`src/rtl/mag_sqrt_feeder.sv`:
```
// Squares incoming (x,y) pairs, queues the sums, and feeds them one at a time to an
// external iterative sqrt core. Optional WAIT watchdog: define MAG_FEEDER_TIMEOUT_EN.
module mag_sqrt_feeder #(
    parameter int FIFO_DEPTH  = 4,
    parameter int TIMEOUT_CYC = 255
) (
    input  logic        clk,
    input  logic        rst_n,
    input  logic        in_valid,
    input  logic [15:0] in_x,
    input  logic [15:0] in_y,
    output logic        in_ready,
    input  logic [4:0]  cfg_iterations,
    output logic [31:0] sq_din,
    output logic        sq_start,
    output logic [4:0]  sq_iterations,
    input  logic [15:0] sq_dout,
    input  logic        sq_ready,
    input  logic        sq_busy,
    output logic [15:0] mag,
    output logic        mag_valid,
    output logic        timeout_err
);
    localparam int AW = (FIFO_DEPTH > 1) ? $clog2(FIFO_DEPTH) : 1;

    typedef enum logic [1:0] {IDLE, ISSUE, WAIT} state_t;
    state_t state_reg, state_next;

    logic signed [31:0] x_ext, y_ext, x_sq, y_sq;
    logic [31:0]        sum_sq;
    logic               accept;
    logic               sq_valid_reg;
    logic [31:0]        sq_val_reg;

    logic [31:0]        fifo_mem [FIFO_DEPTH];
    logic [AW-1:0]      wr_ptr_reg, rd_ptr_reg;
    logic [AW:0]        count_reg, count_next;
    logic               push, pop;

    logic [31:0]        din_reg;
    logic [15:0]        mag_reg;
    logic               mag_valid_reg;
    logic               timeout_hit;

    // Sign-extend before multiplying so (-32768)^2 lands correctly in 32 bits.
    assign x_ext  = 32'($signed(in_x));
    assign y_ext  = 32'($signed(in_y));
    assign x_sq   = x_ext * x_ext;
    assign y_sq   = y_ext * y_ext;
    assign sum_sq = $unsigned(x_sq) + $unsigned(y_sq);

    // The in-flight square stage counts against capacity so a push can never overflow.
    assign in_ready = rst_n && ((int'(count_reg) + int'(sq_valid_reg)) < FIFO_DEPTH);
    assign accept   = in_valid && in_ready;
    assign push     = sq_valid_reg;

    always_ff @(posedge clk or negedge rst_n) begin
        if (!rst_n) begin
            sq_valid_reg <= 1'b0;
            sq_val_reg   <= '0;
        end else begin
            sq_valid_reg <= accept;
            if (accept) begin
                sq_val_reg <= sum_sq;
            end
        end
    end

    always_ff @(posedge clk or negedge rst_n) begin
        if (!rst_n) begin
            for (int i = 0; i < FIFO_DEPTH; i++) begin
                fifo_mem[i] <= '0;
            end
        end else if (push) begin
            fifo_mem[wr_ptr_reg] <= sq_val_reg;
        end
    end

    always_comb begin
        count_next = count_reg;
        case ({push, pop})
            2'b10:   count_next = count_reg + (AW+1)'(1);
            2'b01:   count_next = count_reg - (AW+1)'(1);
            default: count_next = count_reg;
        endcase
    end

    always_ff @(posedge clk or negedge rst_n) begin
        if (!rst_n) begin
            wr_ptr_reg <= '0;
            rd_ptr_reg <= '0;
            count_reg  <= '0;
        end else begin
            if (push) begin
                wr_ptr_reg <= wr_ptr_reg + AW'(1);
            end
            if (pop) begin
                rd_ptr_reg <= rd_ptr_reg + AW'(1);
            end
            count_reg <= count_next;
        end
    end

    always_ff @(posedge clk or negedge rst_n) begin
        if (!rst_n) begin
            state_reg <= IDLE;
        end else begin
            state_reg <= state_next;
        end
    end

    always_comb begin
        state_next = state_reg;
        case (state_reg)
            IDLE:    if (count_reg != '0 && !sq_busy) state_next = ISSUE;
            ISSUE:   state_next = WAIT;
            WAIT:    if (sq_ready || timeout_hit) state_next = IDLE;
            default: state_next = IDLE;
        endcase
    end

    // Head is presented combinationally during ISSUE; afterwards the copy in din_reg holds.
    always_comb begin
        sq_start = 1'b0;
        pop      = 1'b0;
        sq_din   = din_reg;
        if (state_reg == ISSUE) begin
            sq_start = 1'b1;
            pop      = 1'b1;
            sq_din   = fifo_mem[rd_ptr_reg];
        end
    end

    always_ff @(posedge clk or negedge rst_n) begin
        if (!rst_n) begin
            din_reg       <= '0;
            mag_reg       <= '0;
            mag_valid_reg <= 1'b0;
        end else begin
            mag_valid_reg <= 1'b0;
            if (state_reg == ISSUE) begin
                din_reg <= fifo_mem[rd_ptr_reg];
            end
            if (state_reg == WAIT && sq_ready) begin
                mag_reg       <= sq_dout;
                mag_valid_reg <= 1'b1;
            end
        end
    end

`ifdef MAG_FEEDER_TIMEOUT_EN
    localparam int TW = $clog2(TIMEOUT_CYC + 1);
    logic [TW-1:0] wait_cnt_reg;

    // Counter reads 0 in the first WAIT cycle, so expiry lands TIMEOUT_CYC cycles after ISSUE.
    always_ff @(posedge clk or negedge rst_n) begin
        if (!rst_n) begin
            wait_cnt_reg <= '0;
        end else if (state_reg == WAIT) begin
            wait_cnt_reg <= wait_cnt_reg + TW'(1);
        end else begin
            wait_cnt_reg <= '0;
        end
    end

    assign timeout_hit = (state_reg == WAIT) && !sq_ready &&
                         (wait_cnt_reg == TW'(TIMEOUT_CYC - 1));
`else
    logic [31:0] unused_timeout_cyc;
    assign unused_timeout_cyc = 32'(TIMEOUT_CYC);
    assign timeout_hit        = 1'b0;
`endif

    assign timeout_err   = timeout_hit;
    assign sq_iterations = cfg_iterations;
    assign mag           = mag_reg;
    assign mag_valid     = mag_valid_reg;

endmodule

```
`config.mk`:
```
export PLATFORM = sky130hd
export DESIGN_NAME = mag_sqrt_feeder
export DESIGN_NICKNAME = d
export VERILOG_FILES = /design/src/rtl/mag_sqrt_feeder.sv
export SDC_FILE = /design/constraint.sdc
export NUM_CORES = 2
export LEC_CHECK = 0
export ABC_AREA = 1
export CAP_MARGIN = 0
export CELL_PAD_IN_SITES_DETAIL_PLACEMENT = 0
export CELL_PAD_IN_SITES_GLOBAL_PLACEMENT = 1
export CORE_AREA = 2 2 252 254
export CTS_CLUSTER_SIZE = 8
export DETAILED_ROUTE_END_ITERATION = 10
export DIE_AREA = 0 0 254 256
export HOLD_SLACK_MARGIN = 0.06
export MAX_ROUTING_LAYER = met4
export PLACE_DENSITY_LB_ADDON = 0.05
export SLEW_MARGIN = 20
export SYNTH_ARGS = -nofsm -noshare
export SYNTH_HDL_FRONTEND = slang
export SYNTH_SLANG_ARGS = --single-unit
```
`constraint.sdc`:
```
create_clock -name clk -period 2 [get_ports clk]
set_input_delay 0.2 -clock clk [delete_from_list [all_inputs] [get_ports clk]]
set_output_delay 0.2 -clock clk [all_outputs]
set_load 0.1 [all_outputs]
```
* After elaboration in Yosys (flattened, before gate mapping)
Index checks and enable logic that the tools add are counted.
** Word-level totals
- Output and inout port bits :: 57
- Logic and storage cells :: 56
- Bits in registers :: 219
** Operators by class
- Multipliers :: 2
- Add/subtract/negate cells :: 6
- Equal/unequal tests :: 6
- Mux-type cells :: 13
- Bitwise logic cells :: 2
- $lt $le $gt $ge :: 4
- Reductions and logical operators :: 10
** Operators with widths (count)
- $bwmux 128 :: 1
- $mux 32 :: 4
- $bmux 32 s2 :: 1
- $demux 32 s2 :: 1
- $mul 16x16->32 :: 2
- $add 32x32->32 :: 1
- $ge 3x3->1 const B :: 2
- $not 2->3 :: 2
- $pmux 2 s3 :: 1
- $pmux 3 s2 :: 1
- $logic_and 1x1->1 :: 5
- $add 2x1->2 const B :: 2
- $add 3x1->4 :: 1
- $eq 2x1->1 const B :: 2
- $eq 2x2->1 const B :: 2
- $lt 4x3->1 const B :: 1
- $mux 2 :: 2
- $ne 2x2->1 const B :: 2
- $add 3x1->3 const B :: 1
- $lt 3x1->1 const B :: 1
- $reduce_bool 3->1 :: 1
- $sub 3x1->3 const B :: 1
- $logic_not 2->1 :: 1
- $mux 1 :: 2
- 3 further kinds :: 3

* Depth between registers and ports, before layout
- Word-level depth :: 6
- Depth in mapped cells :: 31
- Gate-level depth less buffers :: 30

* Least setup slack after synthesis
No wires, ideal clock.
- Kind :: input -> register
- From :: input port in_y[1]
- To :: register sq_val_reg[27]
- Stages :: 24
- Data required time :: 1881 ps
- Path buffers :: 2
- Arrival :: 6669 ps
- Path slack :: -4788 ps
- Cells stage by stage :: clkbuf_1 > clkbuf_1 > nand2_1 > fa_1 > inv_1 > fa_1 > inv_1 > fa_1 > inv_1 > fa_1 > fa_1 > fa_1 > fa_1 > inv_1 > fa_1 > inv_1 > ha_1 > a21o_1 > o21bai_1 > a21oi_1 > o211ai_1 > or2_1 > nand3_2 > o21ai_2
** Between the ends
- Cells in the longest elaborated chain, start to end :: 2
** Ends and longest elaborated chain
- start: declaration :: RTL line 11 : input logic [15:0] in_y,
- $mul 16x16->32 :: RTL line 49 : assign y_sq = y_ext * y_ext;
- $add 32x32->32 :: RTL line 50 : assign sum_sq = $unsigned(x_sq) + $unsigned(y_sq);
- end signal: assignment :: RTL line 64 : sq_val_reg <= sum_sq;
- end: declaration :: RTL line 33 : logic [31:0] sq_val_reg;
No other way between the ends.
A chain may end at the register's enable or synchronous reset.

* Worst setup path in the final report
- From :: input port in_y[10]
- To :: register sq_val_reg[27]
Same word-level chain as after synthesis.

==> metrics.yaml <==
placed_design:
  placed_cells: 4276
  port_buffers: 103
  dp_hpwl_um: 58900
  gp_congestion: 0.927
  place_area_um2: 33300
route:
  via_count: 21300
  first_pass_iters: 5
  antenna_left: 0
  viasPerCell: 4.74
  routedWlPerCell_um: 17.6
  drc: 0
  drt_iter0_markers: 906
  drt_wl_total_um: 78800
hold_path:
  hold_path.class: "primary input to register"
die:
  start_util_pct: 43.6
  die_h_um: 256
  die_w_um: 254
  io_pins: 115
  core_um2: 62400
  die_area_um2: 65000
  rows: 92
status:
  violations: "negative setup slack"
  status: "complete, but fails checks"
logic_synthesis:
  yosysSeqAreaShare_pct: 20.1
  yosysTopAreaCell: "fa_1"
  synth.area.top_cells: "fa_1 (38%), dfrtp_1 (20%), inv_1 (11%), nand2_1 (8.1%), ha_1 (7.1%)"
  yosysMostFrequentCell: "inv_1"
  netlist_area_um2: 27200
  ys_warn_count: 0
  synth_top_area_share_pct: 38.3
  synth.avg_cell_area_um2: 8.73
  async_flop_share_pct: 100
  synth_cell_type_count: 47
  synth_common_cells: "inv_1 (822), nand2_1 (589), fa_1 (521), o21ai_0 (222), dfrtp_1 (219)"
  ys_ff_latch: 219
  synth_edf_count: 0
  synth-main-ff-cell: "dfrtp_1"
  synth_cells: 3115
sta:
  maxSlewViolCount: 0
  worstMarginPinSlew_ns: 0.903
  setup_tns_ns: -106.46
  clock_skew_ns: 0.0284
  fin_crit_sh_pct: 300
  slew-limit-headroom_pct: 39.8
  fin_crit_ns: 5.99
  rsz0062_at_grt: "yes"
  setup_slack_ns: -3.99
  hold_viol_final: 0
  max_freq_mhz: 167
  setup-violations-final: 61
layout:
  instances_no_fill: 4488
  postLayoutCellArea_um2: 38500
  largest_reg_flops: 128
  layout.nets: 4373
  multi_input_area_um2: 21200
  drive_gt1_share_pct: 33.1
  n_fill_cell: 5347
  area_growth_pct: 41.6
  seqCellArea_um2: 5480
clocking:
  cts_buffers: 31
  clk_pin_slew_worst_paths_ns: 0.06
  clockBufferDepth: 3
  clockRootBuffer: "clkbuf_16"
  cts_sinks: 219
  clk_latency_ns: 0.57
  cts_tree: "yes"
  ctsHtreeMaxLevel: 1
worst_setup_path:
  path_delay_family: "adder cells"
  path_class: "primary input to register"
  crit_path_end_kind: "register"
  critPathSlowestCell: "fa_2"
  cp-start-kind: "primary input"
  cp.arrival_ns: 6.45
  max_stage_delay_ns: 0.61
  worstPathRequired_ns: 2.45
  critPathBufInv: 9
  cp_max_fo: 5
grt:
  grt_antenna_before_repair: 1
  grtUsageTotal_pct: 25.8
  grt_pass1_vias: 23700
  grt_pass1_wl_um: 127000
  grt_overflow: 0
  grt_max_degree: 150
flow_run:
  maxCapViolations: 0
==> through the flow <==
step | setup slack (ns) | hold slack [ns] | util [%]
after floorplan | -4.19 | -0.0956 | -
after global placement | -5.16 | 0.213 | 53.3
after detailed placement | -5.17 | 0.218 | 53.3
after CTS | -4.05 | 0.172 | 59.5
after global routing | -4.30 | 0.187 | 61.8
final | -3.99 | 0.191 | 61.8
==> metal layers <==
metal	vias to the layer above	routed length [um]	share of wire [%]	track usage [%]
li1	10100	-	-	-
met1	10700	33700	43	32.6
met2	344	40900	52	45.2
met3	116	1920	2.4	1.65
met4	0	2250	2.9	6.39
met5	-	0	0	-
==> worst min-delay path, cell delays in order <==
cell and delay [ns]:
clkdlybuf4s50_1 0.40, nand2_1 0.07, nand2_1 0.04
==> repair_timing <==
item	CTS	global route
setup endpoints to repair	62	62
cloned	22	7
buffers inserted	126	40
resized for setup	611	296
endpoints found under the hold margin	219	0
hold buffers	1	0
pin swaps	286	241
==> placed cells by master, fill, tap and decap left out, drive strengths merged, types with 3 or more instances in the layout <==
| cell | n |
|---|---|
| inv | 825 |
| nand2 | 599 |
| buf | 582 |
| fa | 521 |
| o21ai | 244 |
| nor2 | 222 |
| dfrtp | 219 |
| ha | 154 |
| clkbuf | 41 |
| nand3 | 37 |
| a21oi | 36 |
| a31oi | 34 |
| xor2 | 21 |
| clkdlybuf4s50 | 19 |
| xnor2 | 16 |
| nor3 | 13 |
| or2 | 9 |
| a21o | 8 |
| nand3b | 5 |
| clkdlybuf4s15 | 5 |
| nand4 | 4 |
| o21bai | 4 |
| clkinvlp | 3 |
==> final timing paths <==
kind / startpoint / to / slack [ns] / cells after the start
worst min-delay path: sq_dout[12] / mag[12]$_DFFE_PN0P_ / 0.19 / 3
worst max register to register: state_reg[0]$_DFFE_PN0P_ / count_reg[2]$_DFFE_PN0P_ / 0.21 / 9
worst max-delay path: in_y[10] / sq_val_reg[27]$_DFFE_PN0P_ / -3.99 / 28
min in group asynchronous: rst_n / mag[12]$_DFFE_PN0P_ / 0.25 / 3
worst min register to register: mag[9]$_DFFE_PN0P_ / mag[9]$_DFFE_PN0P_ / 0.47 / 2
max in group asynchronous: rst_n / fifo_mem[93]$_DFFE_PN0P_ / 0.96 / 3
==> cell type report <==
type	instances	share of cell area [%]
clock buffer	32	2.02
tap	846	2.75
inverter	827	8.19
sequential	219	14.2
clock inverter	2	0.0714
antenna	1	0.00649
timing repair inverter	1	0.0520
timing repair buffer	619	17.7
multi-input combinational	1941	55.0
==> kinds of logic after synthesis <==
logic type	share of synthesized area, %
other	0.0138
AOI/OAI and AO/OA	6.81
xor gates and xnor gates	1.19
and+or+nand+nor	13.1
DFF	20.1
adders and majority gates	45.4
buffers and inverters	13.4
Power is left out: the tool's default activity adds up to more than one toggle a clock period on the data nets, which glitch-free logic cannot reach.
